[src/rtl/pipe_stage_skid.sv]
// pipe_stage_skid: pipeline register with a 2-entry skid buffer, stall/rdy freeze and flush
// Ports: clk, rst (sync, active-low), rdy, stall, flush; in_* valid/ready upstream side;
//   out_* valid/ready downstream side; occupancy (0..2).
// Optional: PIPE_STAGE_FWD_EN adds fwd_we/fwd_waddr/fwd_data taken from the head entry.
module pipe_stage_skid #(
  parameter int DATA_W = 64,
  parameter int CTRL_W = 10,
  parameter logic [CTRL_W-1:0] CTRL_NOP = '0,
  parameter int ADDR_W = 5,
  parameter int STALL_W = 6,
  parameter int STAGE_IDX = 3
) (
  input  logic               clk,
  input  logic               rst,
  input  logic               rdy,
  input  logic [STALL_W-1:0] stall,
  input  logic               flush,
  input  logic               in_valid,
  output logic               in_ready,
  input  logic [CTRL_W-1:0]  in_ctrl,
  input  logic               in_we,
  input  logic [ADDR_W-1:0]  in_waddr,
  input  logic [DATA_W-1:0]  in_data,
  output logic               out_valid,
  input  logic               out_ready,
  output logic [CTRL_W-1:0]  out_ctrl,
  output logic               out_we,
  output logic [ADDR_W-1:0]  out_waddr,
  output logic [DATA_W-1:0]  out_data,
  output logic [1:0]         occupancy
`ifdef PIPE_STAGE_FWD_EN
  ,
  output logic               fwd_we,
  output logic [ADDR_W-1:0]  fwd_waddr,
  output logic [DATA_W-1:0]  fwd_data
`endif
);
  localparam int E_W = CTRL_W + 1 + ADDR_W + DATA_W;
  logic [E_W-1:0] h_e_q, h_e_d, s_e_q, s_e_d, in_e;
  logic h_v_q, h_v_d, s_v_q, s_v_d, acc, pop, h_we;
  logic [CTRL_W-1:0] h_ctrl;
  logic [ADDR_W-1:0] h_waddr;
  logic unused_stall;
  assign unused_stall = ^stall;
  assign in_e = {in_ctrl, in_we, in_waddr, in_data};
  assign {h_ctrl, h_we, h_waddr, out_data} = h_e_q;
  assign in_ready = !s_v_q;
  assign acc = in_valid & in_ready & rdy;
  assign pop = h_v_q & out_ready & !stall[STAGE_IDX] & rdy;
  // acc/pop already fold in rdy, so rdy=0 falls through every branch unchanged
  always_comb begin
    h_v_d = h_v_q;
    s_v_d = s_v_q;
    h_e_d = h_e_q;
    s_e_d = s_e_q;
    if (flush) begin
      h_v_d = 1'b0;
      s_v_d = 1'b0;
    end else if (!h_v_q || (pop && !s_v_q)) begin
      h_v_d = acc;
      h_e_d = acc ? in_e : h_e_q;
    end else if (pop) begin
      h_e_d = s_e_q;
      s_v_d = acc;
      s_e_d = acc ? in_e : s_e_q;
    end else if (acc) begin
      s_v_d = 1'b1;
      s_e_d = in_e;
    end
  end
  always_ff @(posedge clk) begin
    if (!rst) begin
      h_v_q <= 1'b0;
      s_v_q <= 1'b0;
      h_e_q <= '0;
      s_e_q <= '0;
    end else begin
      h_v_q <= h_v_d;
      s_v_q <= s_v_d;
      h_e_q <= h_e_d;
      s_e_q <= s_e_d;
    end
  end
  assign out_valid = h_v_q;
  assign out_ctrl = h_v_q ? h_ctrl : CTRL_NOP;
  assign out_we = h_v_q & h_we;
  assign out_waddr = h_v_q ? h_waddr : '0;
  assign occupancy = {1'b0, h_v_q} + {1'b0, s_v_q};
`ifdef PIPE_STAGE_FWD_EN
  assign fwd_we = out_we;
  assign fwd_waddr = out_waddr;
  assign fwd_data = h_v_q ? out_data : '0;
`endif
endmodule

[config.mk]
export PLATFORM = sky130hd
export DESIGN_NAME = pipe_stage_skid
export DESIGN_NICKNAME = d
export VERILOG_FILES = /design/src/rtl/pipe_stage_skid.sv
export SDC_FILE = /design/constraint.sdc
export NUM_CORES = 1
export LEC_CHECK = 0
export ABC_AREA = 1
export CAP_MARGIN = 20
export CORE_MARGIN = 3
export CORE_UTILIZATION = 30
export CTS_BUF_LIST = sky130_fd_sc_hd__clkbuf_4 sky130_fd_sc_hd__clkbuf_8
export CTS_CLUSTER_DIAMETER = 50
export DETAILED_ROUTE_END_ITERATION = 10
export PLACE_DENSITY_LB_ADDON = 0.25
export SLEW_MARGIN = 20
export SYNTH_ARGS = -nofsm -noshare
export SYNTH_HDL_FRONTEND = slang
export SYNTH_SLANG_ARGS = --single-unit
[constraint.sdc]
create_clock -name clk -period 2.06 [get_ports clk]
set_clock_uncertainty 0.2 [all_clocks]
set_input_delay 0.412 -clock clk [delete_from_list [all_inputs] [get_ports clk]]
set_output_delay 0.412 -clock clk [all_outputs]
set_load 0.02 [all_outputs]
# ---- Yosys cells after proc, flatten, opt, wreduce, memory -nomap -nowiden
# Index checks and enable logic that the tools add are counted.
# W data, S select, Z words.
dict set report classes {
  add_sub_neg 1
  eq_ne 1
  n_mux 7
  n_bitwise 9
  reduce_logical 11
}
# operator n
set op_table {}
lappend op_table {{$mux W80} 3}
lappend op_table {{$mux W10} 1}
lappend op_table {{$and A1 B1 Y1} 6}
lappend op_table {{$reduce_and A3 Y1} 2}
lappend op_table {{$mux W5} 1}
lappend op_table {{$reduce_bool A2 Y1} 2}
lappend op_table {{$logic_not A1 Y1} 3}
lappend op_table {{$not A1 Y1} 3}
lappend op_table {{$add A1 B1 Y2} 1}
lappend op_table {{$mux W1} 2}
lappend op_table {{$ne A2 B2 Y1 const B} 1}
lappend op_table {{$reduce_and A2 Y1} 1}
lappend op_table {{$reduce_or A2 Y1} 1}
lappend op_table {{$logic_and A1 B1 Y1} 1}
lappend op_table {{$logic_or A1 B1 Y1} 1}
dict set report totals {
  reg_bits 162
  inputBits 92
  out_inout_bits 84
  word_cells 33
}

# ---- Logic depth before layout (Yosys ltp)
dict set report depth {
  ltp_word 7
  depth_mapped 12
  ltp_nobuf 9
}

# ---- Worst setup path before layout
# OpenSTA, ideal clock, no wires.
dict set report synth_path {
  kind {register to register}
  from {register h_v_q (netlist: out_valid)}
  to {register h_e_q[34]}
  setup_ps 113
  arrival_time_ps 1530
  required_ps 1747
  setup_slack_ps 218
  path_stages_with_launch 13
  n_path_buf 3
  period_less_slack_ps 1842
  cell_sequence {dfxtp_1 > buf_4 > nand2_2 > inv_2 > nand3_2 > nand2_4 > nand2_2 > nand3_2 > buf_6 > buf_6 > nand2_1 > nand2_1 > nor2_1}
}
dict set report synth_via {
  elab_chain_len 7
  elab_cells_between_ends 10
  cone_classes {1 x eq/ne; 1 x mux; 3 x bitwise; 5 x reduce/logical}
}
# item line
set synth_rtl {}
lappend synth_rtl {{from (decl)} 40} ;# logic h_v_q, h_v_d, s_v_q, s_v_d, acc, pop, h_we;
lappend synth_rtl {{from (signal assigned)} 78} ;# h_v_q <= h_v_d;
lappend synth_rtl {{$and A1 B1 Y1 (3 in a row)} 49} ;# assign pop = h_v_q & out_ready & !stall[STAGE_IDX] & rdy;
lappend synth_rtl {{$logic_and A1 B1 Y1} 59} ;# end else if (!h_v_q || (pop && !s_v_q)) begin
lappend synth_rtl {{$logic_or A1 B1 Y1} 59}
lappend synth_rtl {{$ne A2 B2 Y1 (no line) or $reduce_bool A2 Y1 (tied branches)} --}
lappend synth_rtl {{$reduce_and A3 Y1 (no line)} --}
lappend synth_rtl {{to (signal assigned)} 75} ;# h_e_q <= '0;
lappend synth_rtl {{to (signal assigned)} 80} ;# h_e_q <= h_e_d;
lappend synth_rtl {{to (decl)} 39} ;# logic [E_W-1:0] h_e_q, h_e_d, s_e_q, s_e_d, in_e;
# Parallel ways exist; a longest one is shown, timed or not.
# A chain may end at the register's enable or synchronous reset.

# ---- Worst setup path in the final report
dict set report layout_path {
  from {register h_e_q[59]}
  to {output port out_data[59]}
}
# item line
set layout_rtl {}
lappend layout_rtl {{to (decl)} 29} ;# output logic [DATA_W-1:0] out_data,
# No word-level cell between the ends.

==> results.md <==
* Status: completed
* Hold Startpoint: rst
* Vias per inst at 4.008
* Synth Register Bits at 162
* Final period utilization at 0.9648
* Syn nets at 1404
* Max-slew violations at 0
* FF-to-FF path depth at 11
* Min Clock Period, post-route at 1.988 ns
* Psw at between 1500 and 2000 uW
* Layout area overhead at 26.76%
* Die Height at ~170 um
* Detailed Place HPWL at around 13 mm
* Top cell type by total area after synthesis: dfxtp_1
* CTS Root Cell: clkbuf_8
* Slew headroom at 0.7493
* Routed vias at approximately 7000
* Max Fclk at 503.1 MHz
* CP peak stage delay at ~0.6 ns
* Synth cell types at 17
* Final Setup Violations at 0
* CP Buf/Inv Count at 1
* Worst hold-check path type: input pin to flop
* Clock Latency Late Sink at about 0.44 ns
* Crit path cell chain: clkdlybuf4s50_1
* Peak supply drop at between 0.3 and 0.4 mV
* Dominant cells by area after synthesis: dfxtp_1, nand2_1, nor2_1
* Die W at 170.5 um
* Critical path fanouts, max at 2
* Seq pwr share at 0.488
* Critical path required time at about 1.5 ns
* Max capacitance violation total at 0
* CTS tree: built
* Worst-margin pin slew at ~0.38 ns
* GRT overflow at 0
* Clk sinks at 162
* Combinational share of power at 0.150
* Total wire length at around 19 mm
* Bufs on Longest Clock Path at 2
* Power Total at a little under 7000 uW
* DRT Pass-1 Iters at 4
* Die area at just under 30000 um2
* Clk pin slew, worst setup/hold paths at 0.10 ns
* Reg-to-Reg Start: out_valid
* Initial Util at 0.3081
* CTS Buf Count at 17
* Fin util at 0.3906
* Nets at around 1500
* Row count at 59
* Global-route wire length before repair at 31.46 mm
* Initial antenna violation count at 1
* Syn Inst Count at between 1000 and 1500
* Static Leak at 0.006139 uW
* Hold WS at roughly 0.25 ns
* Hold_buf cts at 0
* Min-Delay Path Depth at 4
* ANT cells at 0
* Final ANT Viol Nets at 0
* Syn Std Cell Area at ~8100 um2
* Post-route DRC at 0
* Initial DRC Count at slightly below 500
* Largest net degree at the start of global routing at between 70 and 80
* FF-to-FF setup slack at about 0.20 ns
* Element type at the critical path start: flop
* Sw Ratio at 0.2937
* Post-synth top area share at 0.3994
* Commonest non-fill, non-tap cell in the layout: nand2_1
* CP arrival at between 1 and 1.5 ns
* Crit Reg-Reg Endpoint: s_e_q[34]
* Hold Violations, Final at 0
* Hold endpoint: h_e_q[18]
* Top Ports at ~180
* Clock power frac at 0.362
* Ratio of cells with drive above 1 in the final layout at 0.06926
* Port bufs at between 150 and 200
* Delay-heaviest family, CP: buffers and inverters
* Pint at between 4000 and 5000 uW
* Yosys warning total at 0
* Register area share after synthesis at 0.3994
* Avg Inst Size Synth at about 6.2 um2
* H-tree Lvls at 4
* Kind of critical path: flop to output pin
* Most frequent cells in the layout: nand2_1, nor2_1, inv_1
* Total power divided by cell area at between 600 and 700 nW/um2
* Vias in the first global route at between 6000 and 7000
* Placer Congestion at approximately 0.73
* Crit path max-delay cell type: clkdlybuf4s50_1
* Core box area at about 26000 um2
* Total GRT Usage at 0.1316
* Crit. End Element: output pin
* RSZ-0062 raised after global routing: false
* Wire per inst at approximately 11 um
==> cell families (layout without fill, tap and decap cells) <==
group           count (synthesis)  after routing  share of synthesized area
simple gates                  749            749                     0.3513
buf+inv                       317            421                     0.1972
flops                         162            162                     0.3994
compound gates                 82             82                    0.05054
fa+ha+maj                       1              1                   0.001541
==> per-stage QoR <==
| stage | cell area [um2] | setup WS [ns] | cells | TNS (ns) |
|---|---|---|---|---|
| 4_1_cts | 10230 | 0.0002973 | 1749 | 0 |
| 3_5_place_dp | 9848 | -0.3326 | 1717 | -44.25 |
| 3_3_place_gp | 9848 | -0.3000 | 1717 | -39.93 |
| 6_report | 10290 | 0.07248 | 1750 | 0 |
| 5_1_grt | 10290 | 0.000001665 | 1750 | 0 |
| 2_1_floorplan | 8120 | 0.2177 | 1311 | 0 |
==> flip-flops by register name, indices dropped and copies added (netlist names) <==
signal     cells
s_e_q         80
out_valid      1
h_e_q         80
s_v_q          1
==> cell usage after synthesis <==
master and count:
dfxtp_1 162, a21oi_1 2, nand2_4 1, ha_1 1, o21ai_0 80, nand3_1 2, inv_2 2, nand2_1 420
buf_2 17, buf_4 80, nand2_2 2, inv_1 180, buf_6 12, nor2_1 321, nand3_4 1, clkbuf_1 26
nand3_2 2
==> power groups by stage <==
stage	combinational (uW)	sequential [uW]	clock, uW
floorplan	673	3370	0
global placement	1050	3380	0
detailed placement	1050	3380	0
CTS	1040	3310	2570
global route	1150	3320	2690
finish	1020	3300	2450
==> how the worst max path moves through the flow <==
| stage | end | from | cells past startpoint |
|---|---|---|---|
| after floorplan | h_e_q[34] | out_valid | 12 |
| after global placement | s_e_q[51] | rdy | 11 |
| after detailed placement | s_e_q[38] | rdy | 11 |
| after CTS | out_data[36] | h_e_q[36] | 1 |
| after global routing | out_data[59] | h_e_q[59] | 1 |
| final | out_data[59] | h_e_q[59] | 1 |
==> what timing repair did <==
item / in CTS / in global routing
buffers inserted: 0 / 1
endpoints found under the hold margin: 0 / 0
gates cloned: 0 / 0
pin swaps: 0 / 0
resized for setup: 79 / 51
endpoints found under the setup margin: 42 / 52
==> layout make-up <==
class,count,area [um2]
clock buffers,18,247.7
clock inverters,14,157.7
fillers,2733,16060
inverters,182,683.2
multi-input cells,832,3296
flip-flops and latches,162,3244
well taps,335,419.2
repair buffers,207,2246
==> routing by layer <==
metal  track usage  up-vias  part of all wire
met5             0        -           0.00069
met4       0.02963        2            0.0077
met3       0.03535        7             0.050
met2        0.2158      118              0.45
met1        0.1738     2968              0.49
li1              -     3919                 -
Note: power is estimated with default switching activity, not from simulation.
